`src/rtl/game_round_ctrl.sv`:
```
// game_round_ctrl: sequences one timed whack-a-mole round.
// IDLE -> ARM (1 cycle) -> RUN (counts down GAME_SECONDS) -> DONE.
// Emits a level start_out enable, a periodic change_out relight strobe whose
// spacing shrinks as the live score rises, and latches final/high score.
// Optional macro PAUSE_CTRL_EN adds a pause input that freezes a running round.
module game_round_ctrl #(
  parameter int unsigned TICKS_PER_SEC = 50000000,
  parameter int unsigned GAME_SECONDS  = 30,
  parameter int unsigned BASE_INTERVAL = 25000000,
  parameter int unsigned STEP          = 2500000,
  parameter int unsigned MIN_INTERVAL  = 5000000
) (
  input  logic       clk,
  input  logic       rst,
  input  logic       go,
  input  logic [6:0] score_in,
`ifdef PAUSE_CTRL_EN
  input  logic       pause,
`endif
  output logic       start_out,
  output logic       change_out,
  output logic [5:0] time_left,
  output logic       game_over,
  output logic [6:0] final_score,
  output logic [6:0] high_score,
  output logic       new_record
);

  typedef enum logic [1:0] {IDLE, ARM, RUN, DONE} state_t;

  localparam logic [5:0]  GS6   = 6'(GAME_SECONDS);
  localparam logic [31:0] TLAST = 32'(TICKS_PER_SEC) - 32'd1;
  localparam logic [31:0] BASE  = 32'(BASE_INTERVAL);
  localparam logic [31:0] MINI  = 32'(MIN_INTERVAL);

  state_t      state, state_nx;
  logic [31:0] presc, icnt;
  logic [31:0] step_total, cur_interval;
  logic        run_en, presc_wrap, int_hit, fin_wrap;

  // Interval shrinks by STEP every 8 points; saturate at the floor, never negative.
  always_comb begin
    step_total   = 32'(STEP) * {28'd0, score_in[6:3]};
    cur_interval = MINI;
    if (step_total < BASE && (BASE - step_total) > MINI)
      cur_interval = BASE - step_total;
  end

  // Run qualifiers: a paused round behaves as if time stood still.
  always_comb begin
    run_en     = (state == RUN);
`ifdef PAUSE_CTRL_EN
    run_en     = (state == RUN) && !pause;
`endif
    presc_wrap = run_en && (presc == TLAST);
    int_hit    = run_en && (icnt >= cur_interval - 32'd1);
    fin_wrap   = presc_wrap && (time_left == 6'd1);
  end

  // State register.
  always_ff @(posedge clk or negedge rst) begin
    if (!rst) state <= IDLE;
    else      state <= state_nx;
  end

  // Next-state logic; go is only honoured from IDLE or DONE.
  always_comb begin
    state_nx = state;
    case (state)
      IDLE:    if (go) state_nx = ARM;
      ARM:     state_nx = RUN;
      RUN:     if (fin_wrap) state_nx = DONE;
      DONE:    if (go) state_nx = ARM;
      default: state_nx = IDLE;
    endcase
  end

  // Outputs decoded from state; the final-second wrap suppresses any coincident strobe.
  always_comb begin
    start_out  = (state == ARM) || (state == RUN);
    change_out = (state == ARM) || (int_hit && !fin_wrap);
    game_over  = (state == DONE);
  end

  // Round datapath: prescaler, interval counter, countdown and score latches.
  always_ff @(posedge clk or negedge rst) begin
    if (!rst) begin
      presc       <= '0;
      icnt        <= '0;
      time_left   <= GS6;
      final_score <= '0;
      high_score  <= '0;
      new_record  <= 1'b0;
    end else begin
      if (state == ARM) begin
        presc     <= '0;
        icnt      <= '0;
        time_left <= GS6;
      end else if (run_en) begin
        presc <= presc_wrap ? '0 : presc + 32'd1;
        icnt  <= int_hit ? '0 : icnt + 32'd1;
        if (presc_wrap) time_left <= time_left - 6'd1;
      end
      if (fin_wrap) begin
        final_score <= score_in;
        if (score_in > high_score) begin
          high_score <= score_in;
          new_record <= 1'b1;
        end else begin
          new_record <= 1'b0;
        end
      end else if (go && (state == IDLE || state == DONE)) begin
        // cleared on the way into ARM so the flag is low for the whole new round
        new_record <= 1'b0;
      end
    end
  end

endmodule

```
`config.mk`:
```
export PLATFORM = sky130hd
export DESIGN_NAME = game_round_ctrl
export DESIGN_NICKNAME = d
export VERILOG_FILES = /design/src/rtl/game_round_ctrl.sv
export SDC_FILE = /design/constraint.sdc
export NUM_CORES = 1
export LEC_CHECK = 0
export CAP_MARGIN = 20
export CORE_UTILIZATION = 56
export CTS_CLUSTER_DIAMETER = 40
export DETAILED_ROUTE_END_ITERATION = 10
export PLACE_DENSITY = 0.78
export SYNTH_ARGS = -nofsm -noshare
export SYNTH_HDL_FRONTEND = slang
export SYNTH_SLANG_ARGS = --single-unit
export TNS_END_PERCENT = 50
```
`constraint.sdc`:
```
create_clock -name clk -period 7.84 [get_ports clk]
set_clock_uncertainty 0.05 [all_clocks]
set_input_delay 0.784 -clock clk [delete_from_list [all_inputs] [get_ports clk]]
set_output_delay 0.784 -clock clk [all_outputs]
set_load 0.01 [all_outputs]
```
==> flow_summary.json, run 1 <==
{
  "outcome": "complete, but fails checks",
  "violations": "negative setup slack",
  "grt_pass1_vias": 6942,
  "grt_max_degree": 52,
  "grt_usage_pct": 30.6,
  "path_class": "primary input to output pin",
  "antenna_cells": 0,
  "clock_latency_ns": 0.35,
  "cts_buffer_depth": 2,
  "design_area_mm2": 0.00925,
  "crit_path_top_delay_cell": "fa_1",
  "ys_seq_area_share_pct": 30.4,
  "synthCells": 845,
  "gp_congestion": 0.912,
  "vias": 6881,
  "coreArea_mm2": 0.0123,
  "cap_violations": 0,
  "critPathMaxStageDelay_ns": 0.53,
  "drc": 0,
  "p_comb_share_pct": 40.3,
  "async_flop_share_pct": 100,
  "drive_gt1_share_pct": 23.2,
  "peakVddDrop_mv": 0.155,
  "fin_crit_sh_pct": 101,
  "period_minus_slack_ns": 7.90,
  "p_switching_w": 0.000532,
  "crit_top_cell": "ha_4",
  "synth_area_leaders": "dfrtp_1 29%, ha_1 12%, nand2_1 4.1%",
  "drtPass1Iterations": 5,
  "ioPinCount": 34,
  "row_count": 40,
  "synth_top_flop_cell": "dfrtp_1",
  "p_seq_share_pct": 33.0,
  "cts-buffers-inserted": 9,
  "max_freq_ghz": 0.127,
  "synth_edf_count": 0,
  "critical_path.top_delay_family": "simple AND/OR/NAND/NOR gates",
  "power_w": 0.00153,
  "io_buffers": 33,
  "synthDistinctLibCells": 75,
  "area_growth_pct": 28.9,
  "ant_nets": 0,
  "finalMaxSlewViolations": 0,
  "n_fill_cell": 868,
  "die-area_mm2": 0.0133,
  "synth_area_per_cell_um2": 8.49,
  "htreeDepth": 3,
  "min_path_type": "primary input to async pin",
  "avgRoutedWirePerCell_um": 16.5,
  "required_ns": 7.01,
  "finalHoldViolations": 0,
  "arrival_ns": 7.06,
  "drt-initial-drc-count": 552,
  "power_leakage_nw": 4.26,
  "dp_slack_ns": -1.21,
  "cts_root_buf": "clkbuf_16",
  "finalSetupViolCount": 1,
  "antenna_found_initial": 0,
  "critPathBufInv": 6,
  "die_width_um": 115,
  "ys_warn_count": 0,
  "cts_tree": "done",
  "ys_ff_latch": 87,
  "p_int_w": 0.00100,
  "cts_sinks": 87,
  "relSlewSlack_pct": 59.9,
  "yosysMostFrequentCell": "dfrtp_1",
  "start_util_pct": 58.5,
  "synth_area_mm2": 0.00718,
  "die_h_um": 115,
  "avgViaCountPerCell": 5.85,
  "power_frac_clock_pct": 26.7,
  "clkSlewWorstSetupHoldPaths_ns": 0.07,
  "ys_top_cells_by_count": "83 x dfrtp_1, 79 x nand2_1, 77 x nor2_1",
  "wl_um": 19400,
  "critPathLaunchType": "primary input",
  "tightest_slew_ns": 0.598,
  "rsz0062_at_grt": "true",
  "synth_top_cell_by_area": "dfrtp_1",
  "grt_pass1_wl_um": 32100,
  "crit_fanout": 5,
  "overflow": 0,
  "p_per_area_mw_per_mm2": 166,
  "fin_nets": 1086,
  "detailed_place_hpwl_um": 14200,
  "layout_setup_ws_ns": -0.0563,
  "placedInstanceArea_mm2": 0.00849,
  "yosysTopAreaCellShare_pct": 28.9,
  "end_kind": "output pin",
  "switching_share_pct": 34.7
}
state kept, by name, summed over array words and instances, names as in the netlist:
register,cells
high_score,7
state,2
final_score,7
icnt,32
new_record,1
presc,32
time_left,6
power by group through the flow:
stage,combinational [W],clock [W],sequential (W)
global placement,0.000521,0,0.000508
CTS,0.000600,0.000415,0.000503
floorplan,0.000326,0,0.000502
global route,0.000676,0.000438,0.000509
detailed placement,0.000546,0,0.000511
finish,0.000617,0.000409,0.000506
timing repair:
action | CTS | global route
pin swaps | 37 | 23
hold buffers | 0 | 0
endpoints found under the setup margin | 13 | 2
hold endpoints to repair | 0 | 0
resized for setup | 70 | 10
buffers inserted | 18 | 5
per-stage QoR:
step	cells	util, %	setup TNS (ns)	hold WS (ns)
6_report	1176	75.4	-0.0563	0.351
5_1_grt	1176	75.4	-0.360	0.378
4_1_cts	1170	74.7	-0.0666	0.367
3_5_place_dp	1136	69.2	-12.42	0.433
3_3_place_gp	1136	69.2	-1.14	0.418
2_1_floorplan	851	-	0	0.427
logic make-up (layout without fill, tap and decap cells):
kind of cell | count (synthesis) | after routing | synth area share, %
fa+ha+maj | 73 | 73 | 12.9
buf+inv | 72 | 229 | 4.01
compound gates | 192 | 192 | 17.9
simple gates | 340 | 340 | 23.9
mux | 18 | 18 | 2.58
flops | 87 | 87 | 30.4
other cells | 1 | 7 | 0.0523
xor+xnor | 62 | 62 | 8.25
placed cells by master, fill, tap and decap left out, drive strengths merged, types with 11 or more instances in the layout:
master         count
nor2              78
dfrtp             83
nand4             19
clkdlybuf4s50     27
xnor2             34
nor3              22
ha                71
nand3             53
and3              25
and2              11
a21oi             48
a21o              23
o21ai             49
buf              139
mux2i             14
nand2             80
inv               49
xor2              28
path summary, 6_finish.rpt:
path,start,endpoint,slack (ns),depth (start not counted)
setup / recovery,score_in[5],change_out,-0.06,33
hold / removal,rst,presc[3],0.35,1
setup reg to reg,icnt[0],icnt[19],4.72,12
hold reg to reg,final_score[4],final_score[4],0.45,2
max in group asynchronous,rst,final_score[6],6.37,2
min in group clk,final_score[4],final_score[4],0.45,2
layout make-up:
type,instances,area [um^2],area share [%]
timing repair buffer,167,1400,15.2
clock inverter,7,52.6,0.568
inverter,46,175,1.89
multi-input combinational,692,5000,54.1
clock buffer,9,225,2.43
sequential,87,2180,23.6
tap,168,210,2.27
metal layers:
metal | vias up | routed length [um] | track usage [%]
met3 | 52 | 729 | 4.85
li1 | 3344 | - | -
met5 | - | 0 | 0
met1 | 3291 | 7950 | 35.6
met2 | 194 | 10000 | 55.9
met4 | 0 | 628 | 13.0
Power figures use the tool's default switching activity.
==> inputs of run 2 (changes only) <==
--- a/config.mk
+++ b/config.mk
@@ -6,10 +6,12 @@
 export NUM_CORES = 1
 export LEC_CHECK = 0
 export CAP_MARGIN = 20
+export CORE_MARGIN = 2
 export CORE_UTILIZATION = 56
 export CTS_CLUSTER_DIAMETER = 40
 export DETAILED_ROUTE_END_ITERATION = 10
 export PLACE_DENSITY = 0.78
+export REMOVE_ABC_BUFFERS = 1
 export SYNTH_ARGS = -nofsm -noshare
 export SYNTH_HDL_FRONTEND = slang
 export SYNTH_SLANG_ARGS = --single-unit
==> run 2 against run 1 <==
The run still ends with negative setup slack left. Sequential share of layout area down 0.41 points. Worst hold slack better by 0.0080 ns. Critical path depth shrank 1. Wire length rose by 2.9%. Register-to-register slack lost 0.04 ns. Non-clock buffer count rose by 6. Critical path type unchanged. Power is 3.2% higher. Core utilization down 0.53 points. Flip-flop and latch count unchanged. Largest cell class unchanged. Setup slack got worse by 0.0091 ns.
==> flow_summary.json, run 2 (same netlist as run 1, synthesis figures left out) <==
{
  "row_count": 41,
  "avgViaCountPerCell": 5.90,
  "ant_nets": 0,
  "crit_top_cell": "ha_4",
  "fin_crit_sh_pct": 101,
  "regToRegSetupSlack_ns": 4.68,
  "critPathMaxStageDelay_ns": 0.55,
  "r2r_end": "icnt[9]",
  "cts_root_buf": "clkbuf_16",
  "final_cell_mix": "137 x buf_4, 83 x dfrtp_1, 78 x nand2_1",
  "clkSlewWorstSetupHoldPaths_ns": 0.07,
  "power_w": 0.00158,
  "rsz0062_at_grt": "true",
  "outcome": "complete, but fails checks",
  "drc": 0,
  "cts_buffer_depth": 2,
  "grt_pass1_wl_um": 31200,
  "min_path_type": "primary input to async pin",
  "power_leakage_nw": 4.30,
  "arrival_ns": 7.07,
  "fin_nets": 1092,
  "detailed_place_hpwl_um": 13100,
  "peakVddDrop_mv": 0.0998,
  "cts-buffers-inserted": 9,
  "cts_tree": "done",
  "ioPinCount": 34,
  "wl_um": 19900,
  "layout_setup_ws_ns": -0.0655,
  "period_minus_slack_ns": 7.91,
  "switching_share_pct": 33.9,
  "relSlewSlack_pct": 57.8,
  "power_frac_clock_pct": 27.3,
  "cts_hold_buf": 0,
  "gp_congestion": 0.929,
  "drtPass1Iterations": 6,
  "grt_pass1_vias": 6738,
  "p_per_area_mw_per_mm2": 168,
  "drive_gt1_share_pct": 24.6,
  "final_common_cell": "buf_4",
  "grt_usage_pct": 28.3,
  "r2r-start": "icnt[25]",
  "start_util_pct": 57.1,
  "crit_fanout": 3,
  "die_width_um": 117,
  "critical_path.top_delay_family": "simple AND/OR/NAND/NOR gates",
  "vias": 6992,
  "antenna_found_initial": 0,
  "overflow": 0,
  "cts_sinks": 87,
  "p_int_w": 0.00104,
  "critPathBufInv": 5,
  "violations": "negative setup slack",
  "die-area_mm2": 0.0137,
  "grt_max_degree": 51,
  "r2r_cells": 12,
  "clock_latency_ns": 0.34,
  "cap_violations": 0,
  "dp_slack_ns": -1.13,
  "endpoint": "change_out",
  "io_buffers": 33,
  "critPathLaunchType": "primary input",
  "p_seq_share_pct": 31.8,
  "end_kind": "output pin",
  "drt-initial-drc-count": 505,
  "die_h_um": 117,
  "cp.depth": 32,
  "htreeDepth": 3,
  "critPathLaunch": "score_in[5]",
  "avgRoutedWirePerCell_um": 16.8,
  "finalSetupViolCount": 1,
  "tightest_slew_ns": 0.628,
  "max_freq_ghz": 0.126,
  "required_ns": 7.01,
  "path_class": "primary input to output pin",
  "finalHoldViolations": 0,
  "area_growth_pct": 31.2,
  "coreArea_mm2": 0.0126,
  "crit_path_top_delay_cell": "fa_1",
  "antenna_cells": 0,
  "final_core_util_pct": 74.9,
  "p_comb_share_pct": 40.8,
  "finalMaxSlewViolations": 0,
  "top_regs": "icnt x32, presc x32",
  "p_switching_w": 0.000536
}
## run 2: area by class of cell
cell class / count / area [um^2]
Clock inverter: 6 / 70.1
Timing Repair Buffer: 173 / 1400
Fill cell: 866 / 3150
Multi-Input combinational cell: 692 / 5140
Clock buffer: 10 / 229
Sequential cell: 87 / 2180
Tap cell: 172 / 215
Inverter: 46 / 178
## run 2: layer usage
metal | up-vias | global-route usage, % | share of wire, %
li1 | 3349 | - | -
met1 | 3366 | 35.0 | 41
met4 | 0 | 11.2 | 3.8
met3 | 63 | 4.43 | 4.3
met5 | - | 0 | 0
met2 | 214 | 49.4 | 51
## run 2: per-stage QoR
step,TNS (ns),hold slack [ns],instance area [um^2],instances
floorplan,-20.71,0.427,7080,825
global placement,-2.81,0.424,8520,1146
detailed placement,-8.18,0.427,8520,1146
CTS,0,0.380,9130,1173
global route,-0.341,0.411,9420,1186
finish,-0.0655,0.359,9420,1186
## run 2: worst min path at each step
stage,from,to,cells past startpoint
after floorplan,icnt[30],icnt[30],1
after global routing,rst,presc[22],1
after detailed placement,final_score[0],final_score[0],2
after global placement,final_score[5],final_score[5],2
final,rst,presc[22],1
after CTS,rst,presc[22],1
## run 2: power by group through the flow
stage | logic (W) | clock network [W] | registers, W
floorplan | 0.000318 | 0 | 0.000502
global placement | 0.000521 | 0 | 0.000509
detailed placement | 0.000534 | 0 | 0.000510
CTS | 0.000584 | 0.000436 | 0.000503
global route | 0.000701 | 0.000454 | 0.000508
finish | 0.000645 | 0.000432 | 0.000503
## run 2: what timing repair did
item / in CTS / in global routing
gates resized for setup: 66 / 38
setup buffers: 12 / 13
setup endpoints to repair: 4 / 4
pin swaps: 34 / 37
==> inputs of run 3 (changes only) <==
--- a/config.mk
+++ b/config.mk
@@ -10,7 +10,8 @@
 export CORE_UTILIZATION = 56
 export CTS_CLUSTER_DIAMETER = 40
 export DETAILED_ROUTE_END_ITERATION = 10
-export PLACE_DENSITY = 0.78
+export PLACE_DENSITY_LB_ADDON = 0.08
+export RECOVER_POWER = 50
 export REMOVE_ABC_BUFFERS = 1
 export SYNTH_ARGS = -nofsm -noshare
 export SYNTH_HDL_FRONTEND = slang
==> run 3 against run 2 <==
The flow finishes with violations (max-capacitance violations, max-slew violations). Global-route usage is 0.38 points higher. Non-clock buffer count is 2 higher. First-iteration DRC count fell by 14%. Flip-flop and latch count did not move. Final area about the same. Setup slack improved by 0.094 ns. Power grew 1.7%. Core utilization hardly changed. Via count down 1.4%. Clock power grew 8.3%. Clock-buffer cell count up 1. Sequential share of layout area about the same. Critical endpoint unchanged.
==> flow_summary.json, run 3 (same netlist as run 1, synthesis figures left out) <==
{
  "cp.depth": 33,
  "critPathLaunch": "score_in[5]",
  "antenna_cells": 0,
  "clock_latency_ns": 0.35,
  "io_buffers": 33,
  "end_kind": "output pin",
  "critPathMaxStageDelay_ns": 0.52,
  "finalSetupViolCount": 0,
  "arrival_ns": 6.98,
  "avgRoutedWirePerCell_um": 16.0,
  "die_width_um": 117,
  "vias": 6893,
  "start_util_pct": 57.1,
  "coreArea_mm2": 0.0126,
  "final_common_cell": "buf_4",
  "tightest_slew_ns": 2.91,
  "final_cell_mix": "135 x buf_4, 83 x dfrtp_1, 78 x nand2_1",
  "top_regs": "icnt x32, presc x32",
  "cap_violations": 3,
  "crit_path_top_delay_cell": "fa_1",
  "gp_congestion": 0.925,
  "final_core_util_pct": 74.9,
  "ant_nets": 0,
  "cts_buffer_depth": 2,
  "crit_fanout": 3,
  "cts_tree": "done",
  "required_ns": 7.01,
  "rsz0062_at_grt": "true",
  "avgViaCountPerCell": 5.80,
  "critical_path.top_delay_family": "compound AO/OA/AOI/OAI gates",
  "cts_sinks": 87,
  "cts-buffers-inserted": 9,
  "grt_usage_pct": 28.7,
  "max_freq_ghz": 0.128,
  "grt_pass1_vias": 6762,
  "period_minus_slack_ns": 7.81,
  "min_path_type": "register to register",
  "wl_um": 19000,
  "finalHoldViolations": 0,
  "hold_slack_ns": 0.429,
  "grt_pass1_wl_um": 31300,
  "violations": "max-capacitance violations, max-slew violations",
  "htreeDepth": 3,
  "layout.cells.non_filler": 1188,
  "power_leakage_nw": 4.30,
  "antenna_found_initial": 0,
  "drt-initial-drc-count": 436,
  "cts_root_buf": "clkbuf_16",
  "die-area_mm2": 0.0137,
  "outcome": "complete, but fails checks",
  "endpoint": "change_out",
  "r2r_end": "presc[31]",
  "peakVddDrop_mv": 0.112,
  "drive_gt1_share_pct": 23.9,
  "regToRegSetupSlack_ns": 3.71,
  "grt_max_degree": 56,
  "drtPass1Iterations": 8,
  "fin_nets": 1094,
  "r2r_cells": 8,
  "relSlewSlack_pct": -93.8,
  "ioPinCount": 34,
  "die_h_um": 117,
  "layout_setup_ws_ns": 0.0287,
  "finalMaxSlewViolations": 142,
  "row_count": 41,
  "critPathBufInv": 6,
  "detailed_place_hpwl_um": 13900,
  "dp_slack_ns": -1.21,
  "clkSlewWorstSetupHoldPaths_ns": 0.06,
  "p_per_area_mw_per_mm2": 171,
  "overflow": 0,
  "fin_crit_sh_pct": 99.6,
  "path_class": "primary input to output pin",
  "crit_top_cell": "ha_4",
  "r2r-start": "state[0]",
  "dp_cells": 1146,
  "area_growth_pct": 31.2,
  "critPathLaunchType": "primary input",
  "drc": 0
}
run 3: cell count changes in the layout (fill, tap and decap cells not counted), sizes merged:
cell,change
buf,-1
clkinv,-2
dlygate4sd3,+9
clkbuf,+4
clkinvlp,+1
clkdlybuf4s50,-9
bufinv,+1
inv,-1
run 3: cell type report:
cell class / instances / area (um^2)
Clock buffer: 11 / 243
Clock inverter: 5 / 82.6
Fill cell: 927 / 3160
Inverter: 46 / 175
Multi-Input combinational cell: 692 / 5080
Sequential cell: 87 / 2180
Tap cell: 172 / 215
Timing Repair Buffer: 175 / 1430
run 3: power breakdown:
part           total (W)  internal, W  leakage (nW)  switching [W]
logic           0.000637     0.000327          3.02       0.000310
registers       0.000504     0.000471          1.14      0.0000330
clock network   0.000468     0.000288         0.148       0.000180
total            0.00161      0.00109          4.30       0.000523
run 3: through the flow:
step	setup TNS, ns	power [W]	cell area [um^2]
after global routing	-0.293	0.00170	9410
after CTS	0	0.00159	9280
after global placement	-6.71	0.00103	8530
final	0	0.00161	9410
after detailed placement	-13.42	0.00105	8530
after floorplan	-20.71	0.000820	7080
run 3: worst min-delay path by stage:
stage / startpoint / endpoint / slack (ns) / depth (start not counted)
finish: final_score[0] / final_score[0] / 0.43 / 2
global route: final_score[0] / final_score[0] / 0.47 / 2
CTS: rst / presc[4] / 0.32 / 1
detailed placement: final_score[0] / final_score[0] / 0.42 / 2
global placement: final_score[6] / final_score[6] / 0.42 / 2
floorplan: icnt[30] / icnt[30] / 0.43 / 1
run 3: tightest hold or removal path: cells and delay by family, from the launching register on:
kind,cells,cell delay [ns]
DFF,1,0.34
and+or+nand+nor,1,0.04
AOI/OAI and AO/OA,1,0.06
run 3: timing repair:
| item | 4_1_cts | 5_1_grt |
|---|---|---|
| endpoints found under the setup margin | 22 | 6 |
| pin swaps | 35 | 30 |
| hold buffers | 0 | 0 |
| buffers inserted | 23 | 3 |
| gates resized for setup | 71 | 21 |
run 3: layer usage:
layer  global-route usage, %  up-vias  wire length, um
li1                        -     3371                -
met1                    35.5     3308             8150
met2                    49.8      171             9460
met3                    4.38       43              862
met4                    11.9        0              528
met5                       0        -                0
